==> src/rtl/uart_pkg.sv <==
// Shared UART definitions: transmit FSM states, line levels and default widths.
// Imported by the TX scheduler and the baud counter (also intended for the RX side).
package uart_pkg;

  typedef enum logic [2:0] {
    IDLE,
    START,
    DATA,
    PARITY,
    STOP
  } tx_state_e;

  localparam logic LINE_IDLE  = 1'b1;
  localparam logic LINE_START = 1'b0;
  localparam int   DEF_DIVW   = 16;

endpackage

==> src/rtl/uart_tx_sched_if.sv <==
// FIFO read-port bundle between the TX async FIFO and the transmit scheduler.
// master = the consumer that pops words, slave = the FIFO read side.
interface uart_tx_sched_if #(
  parameter int DSIZE = 8
);

  logic             rempty;
  logic [DSIZE-1:0] rdata;
  logic             rinc;

  modport master (input rempty, input rdata, output rinc);
  modport slave  (output rempty, output rdata, input rinc);

endinterface

==> src/rtl/uart_baud_cnt.sv <==
// Bit-period down-counter: load div (= clocks per bit - 1), bit_end while at zero.
// Loading in the bit_end cycle gives back-to-back bits with no gap.
module uart_baud_cnt
  import uart_pkg::*;
#(
  parameter int DIVW = DEF_DIVW
) (
  input  logic            clk,
  input  logic            rst_n,
  input  logic            load,
  input  logic [DIVW-1:0] div,
  output logic            bit_end
);

  logic [DIVW-1:0] cnt_q, cnt_d;

  always_comb begin
    cnt_d = cnt_q;
    if (load) begin
      cnt_d = div;
    end else if (cnt_q != '0) begin
      cnt_d = cnt_q - 1'b1;
    end
  end

  always_ff @(posedge clk or negedge rst_n) begin
    if (!rst_n) begin
      cnt_q <= '0;
    end else begin
      cnt_q <= cnt_d;
    end
  end

  assign bit_end = (cnt_q == '0);

endmodule

==> src/rtl/uart_tx_sched.sv <==
// UART transmit scheduler: pops one FIFO word per frame and serializes it on txd
// with per-frame latched divisor, parity and stop-bit configuration.
module uart_tx_sched
  import uart_pkg::*;
#(
  parameter int DSIZE = 8,
  parameter int DIVW  = DEF_DIVW
) (
  input  logic            rclk,
  input  logic            rrst_n,
  input  logic            enable,
  input  logic [DIVW-1:0] baud_div,
  input  logic            par_en,
  input  logic            par_odd,
  input  logic            stop2,
  uart_tx_sched_if.master fifo,
  output logic            txd,
  output logic            busy,
  output logic            frame_done
);

  localparam int IW = (DSIZE > 1) ? $clog2(DSIZE) : 1;
  localparam logic [IW-1:0] LAST_IDX = IW'(DSIZE - 1);

  tx_state_e        state_q, state_d;
  logic [DSIZE-1:0] shift_q, shift_d;
  logic [IW-1:0]    bit_idx_q, bit_idx_d;
  logic             stop_idx_q, stop_idx_d;
  logic             par_q, par_d;
  logic [DIVW-1:0]  div_q, div_d;
  logic             par_en_q, par_en_d;
  logic             stop2_q, stop2_d;
  logic             txd_q, txd_d;
  logic             busy_q, busy_d;

  logic            bit_end;
  logic            cnt_load;
  logic [DIVW-1:0] cnt_div;
  logic            last_stop;
  logic            go;
  logic            rinc_c;
  logic            frame_done_c;

  uart_baud_cnt #(.DIVW(DIVW)) u_baud (
    .clk     (rclk),
    .rst_n   (rrst_n),
    .load    (cnt_load),
    .div     (cnt_div),
    .bit_end (bit_end)
  );

  always_comb begin
    state_d      = state_q;
    shift_d      = shift_q;
    bit_idx_d    = bit_idx_q;
    stop_idx_d   = stop_idx_q;
    par_d        = par_q;
    div_d        = div_q;
    par_en_d     = par_en_q;
    stop2_d      = stop2_q;
    txd_d        = txd_q;
    busy_d       = busy_q;
    cnt_load     = 1'b0;
    cnt_div      = div_q;
    rinc_c       = 1'b0;
    frame_done_c = 1'b0;

    last_stop = (state_q == STOP) && bit_end && (!stop2_q || stop_idx_q);
    // Reset gating keeps rinc low while rrst_n is held, even with data waiting.
    go = enable && !fifo.rempty && rrst_n && ((state_q == IDLE) || last_stop);

    case (state_q)
      START: begin
        if (bit_end) begin
          state_d   = DATA;
          txd_d     = shift_q[0];
          bit_idx_d = '0;
          cnt_load  = 1'b1;
        end
      end
      DATA: begin
        if (bit_end) begin
          cnt_load = 1'b1;
          if (bit_idx_q == LAST_IDX) begin
            if (par_en_q) begin
              state_d = PARITY;
              txd_d   = par_q;
            end else begin
              state_d    = STOP;
              txd_d      = LINE_IDLE;
              stop_idx_d = 1'b0;
            end
          end else begin
            bit_idx_d = bit_idx_q + 1'b1;
            shift_d   = shift_q >> 1;
            txd_d     = shift_q[1];
          end
        end
      end
      PARITY: begin
        if (bit_end) begin
          state_d    = STOP;
          txd_d      = LINE_IDLE;
          stop_idx_d = 1'b0;
          cnt_load   = 1'b1;
        end
      end
      STOP: begin
        if (bit_end) begin
          if (stop2_q && !stop_idx_q) begin
            stop_idx_d = 1'b1;
            cnt_load   = 1'b1;
          end else begin
            frame_done_c = 1'b1;
            state_d      = IDLE;
            txd_d        = LINE_IDLE;
            busy_d       = 1'b0;
          end
        end
      end
      default: begin
        txd_d  = LINE_IDLE;
        busy_d = 1'b0;
      end
    endcase

    // A launch overrides the return to IDLE so the next start bit follows directly.
    if (go) begin
      rinc_c     = 1'b1;
      shift_d    = fifo.rdata;
      par_d      = (^fifo.rdata) ^ par_odd;
      div_d      = baud_div;
      par_en_d   = par_en;
      stop2_d    = stop2;
      cnt_load   = 1'b1;
      cnt_div    = baud_div;
      bit_idx_d  = '0;
      stop_idx_d = 1'b0;
      state_d    = START;
      txd_d      = LINE_START;
      busy_d     = 1'b1;
    end
  end

  always_ff @(posedge rclk or negedge rrst_n) begin
    if (!rrst_n) begin
      state_q    <= IDLE;
      shift_q    <= '0;
      bit_idx_q  <= '0;
      stop_idx_q <= 1'b0;
      par_q      <= 1'b0;
      div_q      <= '0;
      par_en_q   <= 1'b0;
      stop2_q    <= 1'b0;
      txd_q      <= LINE_IDLE;
      busy_q     <= 1'b0;
    end else begin
      state_q    <= state_d;
      shift_q    <= shift_d;
      bit_idx_q  <= bit_idx_d;
      stop_idx_q <= stop_idx_d;
      par_q      <= par_d;
      div_q      <= div_d;
      par_en_q   <= par_en_d;
      stop2_q    <= stop2_d;
      txd_q      <= txd_d;
      busy_q     <= busy_d;
    end
  end

  assign fifo.rinc  = rinc_c;
  assign txd        = txd_q;
  assign busy       = busy_q;
  assign frame_done = frame_done_c;

endmodule

==> src/flat_wrapper.sv <==
// flat-port wrapper written by rule: the top's interface ports become plain ports
module uart_tx_sched_flat import uart_pkg::*;
#(
  parameter int DSIZE = 8,
  parameter int DIVW  = DEF_DIVW
)
  (rclk, rrst_n, enable, baud_div, par_en, par_odd, stop2, txd, busy, frame_done, fifo_rempty, fifo_rdata, fifo_rinc);
  uart_tx_sched_if #(.DSIZE(DSIZE)) fifo_i ();
  input  logic rclk;
  input  logic rrst_n;
  input  logic enable;
  input  logic [DIVW-1:0] baud_div;
  input  logic par_en;
  input  logic par_odd;
  input  logic stop2;
  output logic txd;
  output logic busy;
  output logic frame_done;
  input wire logic [$bits(fifo_i.rempty)-1:0] fifo_rempty;
  input wire logic [$bits(fifo_i.rdata)-1:0] fifo_rdata;
  output wire logic [$bits(fifo_i.rinc)-1:0] fifo_rinc;
  assign fifo_i.rempty = fifo_rempty;
  assign fifo_i.rdata = fifo_rdata;
  assign fifo_rinc = fifo_i.rinc;
  uart_tx_sched #(.DSIZE(DSIZE), .DIVW(DIVW)) u_core (.rclk(rclk), .rrst_n(rrst_n), .enable(enable), .baud_div(baud_div), .par_en(par_en), .par_odd(par_odd), .stop2(stop2), .fifo(fifo_i), .txd(txd), .busy(busy), .frame_done(frame_done));
endmodule
==> config.mk <==
export PLATFORM = sky130hd
export DESIGN_NAME = uart_tx_sched_flat
export DESIGN_NICKNAME = d
export VERILOG_FILES = /design/src/rtl/uart_pkg.sv /design/src/rtl/uart_tx_sched_if.sv /design/src/rtl/uart_baud_cnt.sv /design/src/rtl/uart_tx_sched.sv /design/src/flat_wrapper.sv
export SDC_FILE = /design/constraint.sdc
export NUM_CORES = 1
export LEC_CHECK = 0
export CORE_MARGIN = 3
export CORE_UTILIZATION = 60
export DETAILED_ROUTE_END_ITERATION = 10
export HOLD_SLACK_MARGIN = 0.08
export MAX_ROUTING_LAYER = met4
export PLACE_DENSITY = 0.91
export SYNTH_ARGS = -nofsm -noshare
export SYNTH_HDL_FRONTEND = slang
export SYNTH_HIERARCHICAL = 1
export SYNTH_SLANG_ARGS = --single-unit
==> constraint.sdc <==
create_clock -name rclk -period 5.9 [get_ports rclk]
set_clock_uncertainty 0.2 [all_clocks]
set_input_delay 1.18 -clock rclk [delete_from_list [all_inputs] [get_ports rclk]]
set_output_delay 1.18 -clock rclk [all_outputs]
set_load 0.01 [all_outputs]
==> run_results.csv, run 1 <==
group,metric,value,unit
run_status,status,"complete, no violations",
final_layout,instances_no_fill,336,
timing,setup_tns,0,ns
routing,wl_met2,2818,um
final_layout,seq_area,0.001303,sq mm
clock_tree,clk_pin_slew,0.10,ns
global_route,antenna_found_initial,0,
clock_tree,cts_buffer_depth,2,
final_layout,multi_input_area,0.001438,sq mm
final_layout,area_growth_syn_to_layout,16.81,%
routing,drt_iter0_markers,249,
yosys,netlist_instances,251,
clock_tree,numCtsBuffers,5,
final_layout,fill_cells,318,
yosys,syn_area_per_cell,11.27,sq um
die,initial_core_util,63.65,%
global_route,grt_pass1_wl,9301,um
clock_tree,clockRootBuffer,"clkbuf_8",
placed_design,globalplace.congestion,0.9190,
yosys,yosys_register_bits,52,
setup_path,worstPathArrival,3.49,ns
yosys,synth-main-ff-cell,"dfrtp_1",
global_route,grt_pass1_vias,1969,
timing,rsz0062_at_grt,"no",
die,dieWidth,74.67,um
yosys,async_flop_share,100.0,%
die,die_h,74.67,um
routing,wl,5602,um
setup_path,path_class,"reg2out",
setup_path,slowest_stage,"clkdlybuf4s50_1",
final_layout,final_nets,317,
routing,wl_per_cell,16.67,um
final_layout,antennaDiodeCount,0,
min_path,hp-class,"reg2reg",
routing,drc,0,
clock_tree,post_cts_buffers,0,
yosys,yosysUniqueCellTypes,57,
routing,route.detailed.vias_per_inst,6.253,
yosys,yosysSeqAreaShare,46.04,%
timing,period_minus_slack,4.866,ns
clock_tree,cts.sinks,52,
routing,vias,2101,
yosys,synth_fp_nets,285,
placed_design,place_inst,328,
setup_path,cp-start-kind,"flop",
setup_path,worst_ep_required_time,4.52,ns
clock_tree,ctsHoldBuffers,0,
routing,firstDrtPassIters,5,
routing,routed.top_layer,"met4",
final_layout,drive_gt1_share,15.85,%
flow_run,drv_cap,0,
clock_tree,ctsResizeCount,0,
power,p_leak,1.455,nW
die,rows,24,
setup_path,slowest_delay,0.59,ns
die,io_pins,35,
placed_design,dp_hpwl,3766,um
final_layout,layout_commonest_cell,"dfrtp_1",
die,core-area,0.004444,sq mm
setup_path,crit_top_cell,"buf_4",
timing,report.final.slew_viol_count,0,
clock_tree,insertion_delay,0.31,ns
die,floorplan.die_area,0.005575,sq mm
power,max-vdd-ir-drop,0.2777,mV
global_route,grt_max_degree,56,
routing,ant_nets,0,
placed_design,portBuffers,34,
final_layout,layout_common_cells,"dfrtp_1 (51), clkdlybuf4s50_1 (33), nand2_1 (15), o21ai_0 (13), xnor2_1 (13)",
timing,maxSlewHeadroom,35.19,%
routing,wl_met3,261,um
setup_path,crit_fanout,20,
routing,drt-met1-wl,2423,um
global_route,grt_usage,22.69,%
global_route,grt-ovfl-total,0,
yosys,syn_area,0.002829,sq mm
setup_path,crit_chain,"inv_1, ha_1, nor3b_4, nand3_2, nor2_1, buf_4, a21boi_0, or2_1, buf_4, inv_2, clkdlybuf4s50_1",
clock_tree,h-tree-depth,2,
power,p_per_area,405.9,mW/mm^2
yosys,synth_edf_count,0,
timing,fmax,205.5,MHz
setup_path,critPathCaptureType,"primary output",
timing,fin_crit_sh,82.47,%
timing,tightest_slew,0.9721,ns
yosys,yosys_warnings,6,
timing,setup_viol,0,
clock_tree,cts_tree,"built",
timing,hold_viol,0,
## power breakdown
| part | switching, W | internal [W] | total, W | leakage (nW) |
|---|---|---|---|---|
| clock network | 0.000120 | 0.000128 | 0.000248 | 0.0558 |
| registers | 0.000129 | 0.000513 | 0.000642 | 0.648 |
| logic | 0.000186 | 0.000266 | 0.000451 | 0.752 |
## layout make-up
type / count / share of cell area, %
multi-input cells: 181 / 43.51
flip-flops and latches: 52 / 39.42
repair buffers: 39 / 11.28
clock buffers: 6 / 2.196
well taps: 52 / 1.969
clock inverters: 2 / 1.174
inverters: 4 / 0.4544
## worst paths after layout
check	startpoint	endpoint	slack [ns]	cells after the start
min in group asynchronous	rrst_n	u_core/shift_q[2]	0.83	2
hold / removal	u_core/div_q[13]	u_core/div_q[13]	0.30	1
setup / recovery	u_core/u_baud/cnt_q[0]	fifo_rinc	1.03	11
setup reg to reg	u_core/u_baud/cnt_q[0]	u_core/u_baud/cnt_q[7]	2.25	11
max in group asynchronous	rrst_n	u_core/div_q[14]	4.23	2
hold reg to reg	u_core/div_q[13]	u_core/div_q[13]	0.30	1
## state kept, by name, summed over array words and instances, names as in the netlist
register	cells
u_core/txd	1
u_core/par_q	1
u_core/busy	1
u_core/stop2_q	1
u_core/par_en_q	1
u_core/u_baud/cnt_q	16
u_core/div_q	16
u_core/shift_q	8
u_core/bit_idx_q	3
u_core/stop_idx_q	1
u_core/state_q	3
## worst max-delay path, delay by kind of cell (launching register included)
family          cells  cell delay (ns)
buf+inv             5             1.40
compound gates      1             0.13
fa+ha+maj           1             0.19
simple gates        4             1.04
flops               1             0.42
## cells by family after synthesis
family / count (synthesis) / synth area share, %
flip-flops: 52 / 46.04
multiplexers: 21 / 9.642
buffers and inverters: 18 / 3.140
AND/OR/NAND/NOR: 86 / 19.86
AO/OA/AOI/OAI: 56 / 14.86
XOR/XNOR: 15 / 5.131
adder cells (fa/ha/maj): 3 / 1.327
## per-layer routing
metal / GRT usage (%) / up-vias
met3: 3.605 / 13
li1: - / 991
met1: 28.65 / 1040
met4: 7.115 / 0
met2: 37.66 / 57
met5: - / -
## cell usage after synthesis (all sizes together) (2+ instances only)
| cell type | n | area share, % |
|---|---|---|
| o211a | 6 | 2.1 |
| nor3b | 4 | 1.5 |
| nand2 | 16 | 2.2 |
| nand3b | 2 | 0.53 |
| inv | 4 | 0.53 |
| nand3 | 6 | 1.2 |
| a21o | 3 | 0.80 |
| mux2 | 20 | 9.3 |
| nor2 | 6 | 0.80 |
| nor4b | 2 | 1.1 |
| dfrtp | 51 | 45 |
| xnor2 | 13 | 4.0 |
| clkbuf | 9 | 1.2 |
| o31a | 2 | 0.62 |
| a221o | 9 | 3.2 |
| ha | 3 | 1.3 |
| or2 | 2 | 0.44 |
| nand4 | 4 | 0.88 |
| nor4 | 4 | 1.9 |
| a22o | 5 | 1.5 |
| a21oi | 7 | 1.2 |
| nand4b | 2 | 0.62 |
| a31oi | 2 | 0.44 |
| o31ai | 3 | 0.80 |
| nor2b | 7 | 1.5 |
| nor3 | 5 | 0.88 |
| o21ai | 13 | 2.3 |
| nand2b | 12 | 2.9 |
| and3 | 9 | 2.0 |
| buf | 5 | 1.4 |
## per-stage QoR
stage                     util (%)  cell area [sq um]  setup slack (ns)  hold slack [ns]  power (W)
after global placement       71.85               3193             1.143           0.2738   0.001071
after detailed placement     71.85               3193             1.122           0.2753   0.001092
after CTS                    74.35               3304             1.048           0.2999   0.001344
after global routing         74.35               3304            0.8303           0.3121   0.001425
after floorplan                  -               2829             2.324           0.2582  0.0009698
final                        74.35               3304             1.034           0.2983   0.001341
Power figures use the tool's default switching activity.
==> run 2: changes to the inputs <==
Settings changed: CORE_UTILIZATION 60 to 50, PLACE_DENSITY 0.91 to 0.82.
Clock period 5.9 ns to 4.3 ns, I/O delays scaled along.
==> run_results.csv, run 2 (synthesis gave the netlist of run 1 again) <==
group,metric,value,unit
setup_path,crit_family,"simple AND/OR/NAND/NOR gates",
clock_tree,numCtsBuffers,5,
final_layout,antennaDiodeCount,0,
clock_tree,insertion_delay,0.29,ns
timing,setup_tns,0,ns
clock_tree,ctsResizeCount,0,
global_route,grt_pass1_vias,2081,
placed_design,place_inst,349,
placed_design,globalplace.congestion,0.8632,
timing,maxSlewHeadroom,54.88,%
setup_path,path_class,"reg2out",
clock_tree,ctsHoldBuffers,0,
die,die_h,81.22,um
power,p_per_area,544.1,mW/mm^2
timing,hold_viol,0,
flow_run,drv_cap,0,
power,combPwrFrac,34.2,%
die,io_pins,35,
placed_design,portBuffers,34,
final_layout,instances_no_fill,355,
die,core-area,0.005303,sq mm
die,floorplan.die_area,0.006597,sq mm
routing,route.detailed.vias_per_inst,5.763,
clock_tree,post_cts_buffers,0,
clock_tree,cts_buffer_depth,2,
routing,firstDrtPassIters,4,
die,dieWidth,81.22,um
final_layout,layout_common_cells,"dfrtp_1 (51), clkdlybuf4s50_1 (33), nand2_1 (15), o21ai_0 (13), xnor2_1 (13)",
clock_tree,cts.sinks,52,
setup_path,cp-start-kind,"flop",
global_route,grt_max_degree,56,
global_route,grt_pass1_wl,9556,um
setup_path,slowest_stage,"clkdlybuf4s50_1",
timing,period_minus_slack,4.014,ns
routing,vias,2046,
timing,fmax,249.1,MHz
setup_path,crit_chain,"inv_1, ha_1, nor3b_4, nand3_2, nor2_1, buf_4, a21boi_0, or2_1, inv_2, clkdlybuf4s50_1",
routing,wl,5540,um
clock_tree,clk_pin_slew,0.09,ns
min_path,hp-class,"reg2reg",
setup_path,critPathBufInv,4,
setup_path,crit_fanout,10,
global_route,grt-ovfl-total,0,
timing,rsz0062_at_grt,"no",
run_status,status,"complete, no violations",
clock_tree,h-tree-depth,2,
setup_path,slowest_delay,0.53,ns
timing,setup_viol,0,
routing,ant_nets,0,
final_layout,layout_commonest_cell,"dfrtp_1",
power,max-vdd-ir-drop,0.4061,mV
placed_design,dp_hpwl,3927,um
power,p_switching,0.0005786,W
power,p_sw_share,31.87,%
power,p_leak,1.466,nW
global_route,grt_usage,19.03,%
power,p_int,0.001237,W
global_route,antenna_found_initial,0,
timing,tightest_slew,0.6768,ns
routing,drc,0,
die,initial_core_util,53.35,%
routing,wl_per_cell,15.61,um
clock_tree,cts_tree,"built",
setup_path,critPathCaptureType,"primary output",
die,rows,26,
final_layout,area_growth_syn_to_layout,17.96,%
final_layout,drive_gt1_share,16.49,%
final_layout,reg.largest.list,"u_core/div_q (16), u_core/u_baud/cnt_q (16), u_core/shift_q (8)",
timing,fin_crit_sh,93.35,%
setup_path,worst_ep_required_time,3.24,ns
clock_tree,clockRootBuffer,"clkbuf_8",
power,clkPwrFrac,17.4,%
routing,drt_iter0_markers,96,
power,sequentialPowerShare,48.4,%
final_layout,final_nets,320,
timing,report.final.slew_viol_count,0,
setup_path,worstPathArrival,2.95,ns
[run 2: cell count changes in the layout (fill, tap and decap cells not counted)]
cell,previous run,this run
buf_4,5,8
clkbuf_1,1,0
inv_6,1,0
[run 2: worst paths after layout]
| path | startpoint | end | slack (ns) | cells past startpoint |
|---|---|---|---|---|
| worst max-delay path | u_core/u_baud/cnt_q[0] | fifo_rinc | 0.29 | 10 |
| worst min register to register | u_core/div_q[13] | u_core/div_q[13] | 0.30 | 1 |
| worst min-delay path | u_core/div_q[13] | u_core/div_q[13] | 0.30 | 1 |
| min in group asynchronous | rrst_n | u_core/state_q[2] | 0.50 | 2 |
| worst max register to register | u_core/u_baud/cnt_q[0] | u_core/u_baud/cnt_q[6] | 1.02 | 12 |
| max in group asynchronous | rrst_n | u_core/par_en_q | 2.93 | 2 |
[run 2: final cells by class]
cell class / instances / area [sq um]
clock buffer: 5 / 68.82
clock inverter: 1 / 30.03
fill: 430 / 1966
inverter: 4 / 15.01
multi-input combinational: 181 / 1438
sequential: 52 / 1303
tap: 70 / 87.58
timing repair buffer: 42 / 395.4
[run 2: metal layers]
layer	up-vias	track usage, %	share of wire, %
li1	994	-	-
met1	989	23.22	43
met2	55	32.43	51
met3	8	3.326	4.2
met4	0	5.405	1.0
met5	-	-	0
[run 2: through the flow]
step	setup WS, ns	total power, W	utilization [%]	cell area, sq um	hold WS, ns
global placement	0.6525	0.001475	61.07	3238	0.2743
floorplan	1.102	0.001331	-	2829	0.2582
global route	0.01243	0.001946	62.93	3337	0.3134
detailed placement	0.6012	0.001506	61.07	3238	0.2767
CTS	0.2612	0.001828	62.93	3337	0.3033
finish	0.2858	0.001816	62.93	3337	0.2999
[run 2: power groups by stage]
| stage | combinational, W | sequential [W] | clock (W) |
|---|---|---|---|
| global placement | 0.000601 | 0.000874 | 0 |
| global route | 0.000691 | 0.000909 | 0.000346 |
| CTS | 0.000626 | 0.000878 | 0.000324 |
| detailed placement | 0.000621 | 0.000884 | 0 |
| finish | 0.000621 | 0.000879 | 0.000315 |
| floorplan | 0.000496 | 0.000835 | 0 |
